$ cat config.mk
export PLATFORM = sky130hd
export DESIGN_NAME = seg_scan_ctrl
export DESIGN_NICKNAME = d
export VERILOG_FILES = /design/src/rtl/seg_scan_ctrl.sv
export SDC_FILE = /design/constraint.sdc
export NUM_CORES = 1
export LEC_CHECK = 0
export ABC_CLOCK_PERIOD_IN_PS = 4500
export CORE_MARGIN = 5
export CORE_UTILIZATION = 45
export DETAILED_ROUTE_END_ITERATION = 10
export GPL_ROUTABILITY_DRIVEN = 0
export PLACE_DENSITY = 0.64
export RECOVER_POWER = 50
export SLEW_MARGIN = 20
export SYNTH_ARGS = -nofsm -noshare
export SYNTH_HDL_FRONTEND = slang
export SYNTH_SLANG_ARGS = --single-unit
$ cat constraint.sdc
create_clock -name clk -period 4.5 [get_ports clk]
set_input_delay 0.675 -clock clk [delete_from_list [all_inputs] [get_ports clk]]
set_output_delay 0.675 -clock clk [all_outputs]
set_load 0.1 [all_outputs]
$ cat src/rtl/seg_scan_ctrl.sv
// seg_scan_ctrl: time-multiplexed scan controller for a multi-digit
// common-cathode 7-segment display sharing one seg7 decoder.
//
// Each digit slot lasts SCAN_DIV cycles. The first BLANK_CYC cycles of a slot
// have every digit off to suppress ghosting. The remaining cycles drive one
// digit. The digits are double-buffered. A new set is accepted into a pending
// register through a valid/ready handshake. It is copied into the active
// register only at the frame wrap, so a frame never shows a mix of old and new
// digits.
//
// Ports:
//   clk, rst_n   clock and asynchronous active-low reset
//   ena          scan enable; low freezes the scan position and blanks output
//   load_valid   a new digit set is offered on load_data
//   load_data    4*NUM_DIGITS bits; nibble i is digit i (digit 0 = LSD)
//   load_ready   pending buffer empty; a transfer needs valid && ready
//   bcd_out      digit value for the shared seg7 decoder
//   blank        1 = the segments must be forced off
//   digit_sel    one-hot active-high digit enable, all zero while blanking
//   frame_tick   one-cycle pulse on the last cycle of the frame (the wrap)
//
// Optional feature, macro LEADING_ZERO_BLANK_EN: suppresses leading zero
// digits. Digit 0 is always shown. The slot timing does not change.
//
// All outputs are registered. Each output is computed from the next-state
// values, so the outputs line up with the slot counter and digit index in the
// same cycle.
module seg_scan_ctrl #(
  parameter int NUM_DIGITS = 4,
  parameter int SCAN_DIV   = 10000,
  parameter int BLANK_CYC  = 16
) (
  input  logic                    clk,
  input  logic                    rst_n,
  input  logic                    ena,
  input  logic                    load_valid,
  input  logic [4*NUM_DIGITS-1:0] load_data,
  output logic                    load_ready,
  output logic [3:0]              bcd_out,
  output logic                    blank,
  output logic [NUM_DIGITS-1:0]   digit_sel,
  output logic                    frame_tick
);

  localparam int CNT_W = $clog2(SCAN_DIV);
  localparam int IDX_W = (NUM_DIGITS > 2) ? $clog2(NUM_DIGITS) : 1;
  localparam int DW    = 4 * NUM_DIGITS;

  localparam logic [0:0] ST_BLANK = 1'b0;
  localparam logic [0:0] ST_DRIVE = 1'b1;

  logic [CNT_W-1:0] cnt, cnt_nxt;
  logic [IDX_W-1:0] idx, idx_nxt;
  logic [0:0]       state, state_nxt;
  logic [DW-1:0]    active, active_nxt;
  logic [DW-1:0]    pending, pending_nxt;
  logic             pend_full, pend_full_nxt;
  logic             wrap;
  logic             transfer;
  logic [NUM_DIGITS-1:0] sup;
  logic [3:0]       digit_val;
  logic             drive_nxt;
  logic             tick_nxt;

  assign transfer = load_valid && load_ready;

  // Scan position. The position advances only while ena is high.
  // NOTE: every signal written in an always_comb block gets a default first.
  // Without the default, a path that does not assign the signal infers a latch.
  always_comb begin
    cnt_nxt   = cnt;
    idx_nxt   = idx;
    state_nxt = state;
    wrap      = 1'b0;
    if (ena) begin
      if (state == ST_BLANK) begin
        cnt_nxt = cnt + 1'b1;
        if (cnt_nxt == CNT_W'(BLANK_CYC)) state_nxt = ST_DRIVE;
      end else if (cnt == CNT_W'(SCAN_DIV - 1)) begin
        cnt_nxt   = '0;
        state_nxt = ST_BLANK;
        if (idx == IDX_W'(NUM_DIGITS - 1)) begin
          idx_nxt = '0;
          wrap    = 1'b1;
        end else begin
          idx_nxt = idx + 1'b1;
        end
      end else begin
        cnt_nxt = cnt + 1'b1;
      end
    end
  end

  // Double buffer. Commit and transfer never coincide: a transfer needs an
  // empty pending buffer and a commit needs a full one. Because of this, data
  // accepted on the wrap cycle waits for the next wrap.
  always_comb begin
    active_nxt    = active;
    pending_nxt   = pending;
    pend_full_nxt = pend_full;
    if (wrap && pend_full) begin
      active_nxt    = pending;
      pend_full_nxt = 1'b0;
    end else if (transfer) begin
      pending_nxt   = load_data;
      pend_full_nxt = 1'b1;
    end
  end

  // Leading-zero mask, evaluated on the active register that is in force
  // after this edge.
`ifdef LEADING_ZERO_BLANK_EN
  logic lead;
  always_comb begin
    sup  = '0;
    lead = 1'b1;
    for (int i = NUM_DIGITS - 1; i >= 1; i--) begin
      lead   = lead && (active_nxt[4*i +: 4] == 4'd0);
      sup[i] = lead;
    end
  end
`else
  assign sup = '0;
`endif

  assign digit_val = active_nxt[4*idx_nxt +: 4];
  assign drive_nxt = ena && (state_nxt == ST_DRIVE) && !sup[idx_nxt];
  assign tick_nxt  = ena && (state_nxt == ST_DRIVE) &&
                     (cnt_nxt == CNT_W'(SCAN_DIV - 1)) &&
                     (idx_nxt == IDX_W'(NUM_DIGITS - 1));

  // NOTE: sequential state uses non-blocking assignments. With them, every
  // register samples the pre-edge values, whatever the statement order.
  always_ff @(posedge clk or negedge rst_n) begin
    if (!rst_n) begin
      cnt        <= '0;
      idx        <= '0;
      state      <= ST_BLANK;
      active     <= '0;
      pending    <= '0;
      pend_full  <= 1'b0;
      load_ready <= 1'b1;
      digit_sel  <= '0;
      bcd_out    <= 4'd0;
      blank      <= 1'b1;
      frame_tick <= 1'b0;
    end else begin
      cnt        <= cnt_nxt;
      idx        <= idx_nxt;
      state      <= state_nxt;
      active     <= active_nxt;
      pending    <= pending_nxt;
      pend_full  <= pend_full_nxt;
      load_ready <= !pend_full_nxt;
      digit_sel  <= drive_nxt ? (NUM_DIGITS'(1) << idx_nxt) : '0;
      bcd_out    <= digit_val;
      // A value from 10 to 15 still runs its slot but shows no segments.
      blank      <= !drive_nxt || (digit_val > 4'd9);
      frame_tick <= tick_nxt;
    end
  end

endmodule
==> results <==
- For this design the top-level I/O count stands at 31.
- In this run the core area contains 28 standard-cell rows.
- After synthesis the netlist holds a flip-flop and latch count of between 60 and 70.
- The checks that failed: capacitance limit, slew limit.
- The worst register-to-register path ends at blank$_DFF_PN1_.
- The final total power is 1.362 mW.
- The final count of negative-setup-slack endpoints is 0.
- The cell count of the worst hold path is 1.
- The remaining global-route overflow is 0.
- The startpoint class of the critical path is an input port.
- The final layout contains 280 nets.
- Across the run, the number of max-cap violations was 1.
- Counting every sink on the clock net gives 61.
- Dividing the synthesized area by the synthesized cell count gives 12.58 um2.
- The worst pin sits at a relative slew slack of -19.33%.
- The synthesized instance count is about 220.
- The achievable frequency is roughly 0.29 GHz.
- The slew at the pin with the worst max-slew slack is 1.790 ns.
- For the worst flop-to-flop path, the logic depth is 9.
- The max-slew violation count is 36.
- After detailed routing, the total wire length is 5164 um.
- The run finished, with violations left.
- Summing every instance area after synthesis gives 2819 um2.
- By instance count, the leading cell after synthesis is sky130_fd_sc_hd__dfrtp_1.
- The number of hold-repair buffers added at the cts stage is 0.
- The via count of the first global-routing pass is 1736.
- Compared with the post-synthesis result, the final layout area differs by 17.75%.
- The worst setup skew after layout is 0.007508 ns.
- The initial utilization of the core area, before any placement, comes to 47.06%.
- Setup repair after global routing left no endpoint under its margin.
- The path class of the tightest hold or removal check is register to register.
- The H-tree level count is 3.
- In the synthesized netlist the dominant register cell turns out to be sky130_fd_sc_hd__dfrtp_1.
- The analysis attributes to cell leakage a power of roughly 1.5 nW.
- The worst-path maximum fanout is 13.
- In the final routed layout, each cell accounts on average for 15.28 um.
- The remaining design rule violation count is 0.
- The die is 89.15 um tall.
- The number of vias after detailed routing is 1784.
- The first TritonRoute pass finished after 4 iterations.
- The endpoint of the worst hold-timing path is active[0]$_DFF_PN0_.
- The fraction of the yosys area taken by sequential cells is 54.24%.
- By count the netlist is led by sky130_fd_sc_hd__dfrtp_1, sky130_fd_sc_hd__mux2_2, sky130_fd_sc_hd__nand2_1.
- The number of buffers added on ports is 30.
- The number of hold violations in the final report is 0.
- Synthesis instantiated between 50 and 60 different standard cells from the library.
- The warning count from the yosys run is 0.
- The peak supply drop is roughly 260 uV.
- The clock tree from TritonCTS is yes.
- The final clock period utilization by the worst path is 76.71%.
- Once detail routing completed, the nets flagged for antenna violations numbered 0.
- Counting I/O delays and the setup requirement, the final critical path takes 3.452 ns.
- The via-per-instance ratio is about 5.3.
- The clock reaches the later pin of the worst-skew pair after 0.33 ns.
- The startpoint of the worst hold path is active[0]$_DFF_PN0_.
- The number of gates resized after cts is 0.
- The maximum buffer depth of the clock tree is 2.
- 0 antenna diodes ended up in the layout.
- The worst register-to-register path has a setup slack of 1.35 ns.
- Data on the critical path arrives at its endpoint at 3.71 ns.
- The proportion of layout cells with a drive suffix above 1 is 22.43%.
- The power density over the cells is 410.3 nW/um2.
- In the final timing run, aggregate negative setup slack is 0 ns.
- The HPWL after detailed placement is 3784 um.
- For this block, the initial DRC count from the detailed router was 91.
- The critical path class is input port to register.
- When the netlist entered floorplanning its net count stood at 246.
- Clock-pin slew was measured on the worst setup and hold paths at 0.07 ns.
- The total area inside the core boundary comes to 5991 um2.
- The most area-hungry cell type in the Yosys netlist is sky130_fd_sc_hd__dfrtp_1.
- The startpoint identified for the worst register-to-register timing path is cnt[4]$_DFF_PN0_.
- Of the post-synthesis cell area, the dominant cell type holds 52.37%.
- The number of buffers created by CTS is 9.
- Across all hold checks on the routed design, the worst slack comes to approximately 0.5 ns.
- The type of destination of the critical path is a register.
- The setup fix buffers added after clock tree synthesis is 0.
- The number of synthesized flops with an enable pin is 0.
- After synthesis, the cell types taking the most area are sky130_fd_sc_hd__dfrtp_1, sky130_fd_sc_hd__mux2_2, sky130_fd_sc_hd__mux2i_1.
- The proportion of register bits with asynchronous set or reset after synthesis is between 90% and 100%.
- STA puts the critical path data required time at 4.76 ns.
- The floorplan step defined a die boundary enclosing between 7000 and 8000 um2.
- The first global-routing pass estimated 8666 um of wire.
- The total routing resource utilization after global routing is 14.54%.
- The buffer type at the clock tree root is sky130_fd_sc_hd__clkbuf_8.
- The maximum number of pins on one net before global-route repair is 36.
- The initial antenna violation count is 0.
- The horizontal extent of the die is 89.15 um.
## per-layer routing
layer / routed length (um) / part of all wire (%) / vias to the layer above / global-route usage (%)
met5: 0 / 0 / - / 0
met4: 73 / 1.4 / 0 / 5.683
met3: 259 / 5.0 / 11 / 4.240
met2: 2222 / 43 / 37 / 20.36
met1: 2609 / 51 / 857 / 21.23
li1: - / - / 879 / -
## where the power goes
part | switching, mW | leakage, nW | internal [mW]
clock | 0.215 | 0.0954 | 0.257
sequential | 0.0802 | 0.789 | 0.620
combinational | 0.0907 | 0.599 | 0.0989
## cell usage in the layout (no fill, tap or decap), drive strengths merged, types with 4 or more instances in the layout
cell | synthesis | layout
o31ai | 4 | 4
nor4 | 5 | 5
nand2 | 18 | 18
clkdlybuf4s50 | 0 | 28
nand3 | 10 | 10
clkbuf | 3 | 11
o21ai | 9 | 9
nor3 | 5 | 5
xnor2 | 5 | 5
dfrtp | 59 | 59
inv | 5 | 5
clkinv | 1 | 5
nor2 | 13 | 13
mux2i | 12 | 12
mux2 | 34 | 34
## sequential cells by signal, indices dropped and copies added, names as in the netlist
name        count
pending        16
cnt            14
frame_tick      1
bcd_out         4
load_ready      1
idx             2
state           1
pend_full       1
digit_sel       4
active         16
blank           1
## critical path, cell delays in order
cell and delay, ns:
sky130_fd_sc_hd__dlygate4sd3_1 0.81, sky130_fd_sc_hd__nand4_1 0.26, sky130_fd_sc_hd__nor4_4 0.41, sky130_fd_sc_hd__and3_1 0.51
sky130_fd_sc_hd__buf_4 0.27, sky130_fd_sc_hd__mux2_2 0.35, sky130_fd_sc_hd__mux2i_1 0.14, sky130_fd_sc_hd__mux2i_1 0.11
sky130_fd_sc_hd__o21ai_1 0.12, sky130_fd_sc_hd__nand2_1 0.06
## how the worst max path moves through the flow
stage / start / to / cells past startpoint
2_1_floorplan: cnt[4]$_DFF_PN0_ / bcd_out[0]$_DFF_PN0_ / 9
3_3_place_gp: ena / blank$_DFF_PN1_ / 10
3_5_place_dp: ena / blank$_DFF_PN1_ / 10
4_1_cts: ena / blank$_DFF_PN1_ / 10
5_1_grt: ena / blank$_DFF_PN1_ / 10
6_report: ena / blank$_DFF_PN1_ / 10
## layout make-up
cell class | instances | area [um2]
clock buffer | 9 | 123.9
tap | 75 | 93.84
fill | 523 | 2671
sequential | 61 | 1529
clock inverter | 7 | 76.32
multi-input combinational | 148 | 1169
inverter | 6 | 22.52
timing repair buffer | 32 | 305.3
## cells by family (layout without fill, tap and decap cells)
group,Yosys count,count (layout),share of synthesized area (%)
AO/OA/AOI/OAI,24,24,5.637
XOR/XNOR,8,8,2.486
adder cells (fa/ha/maj),2,2,0.8876
buffers and inverters,15,54,4.305
flip-flops,61,61,54.24
multiplexers,46,46,18.11
AND/OR/NAND/NOR,68,68,14.34
## stage by stage
| stage | util (%) | worst slack (ns) | instance area, um2 | cells |
|---|---|---|---|---|
| floorplan | - | 1.629 | 2819 | 224 |
| CTS | 55.49 | 1.085 | 3324 | 338 |
| detailed placement | 52.15 | 0.7254 | 3124 | 322 |
| finish | 55.41 | 1.048 | 3319 | 338 |
| global route | 55.41 | 0.7669 | 3319 | 338 |
| global placement | 52.15 | 0.8163 | 3124 | 322 |
Note: power is estimated with default switching activity, not from simulation.
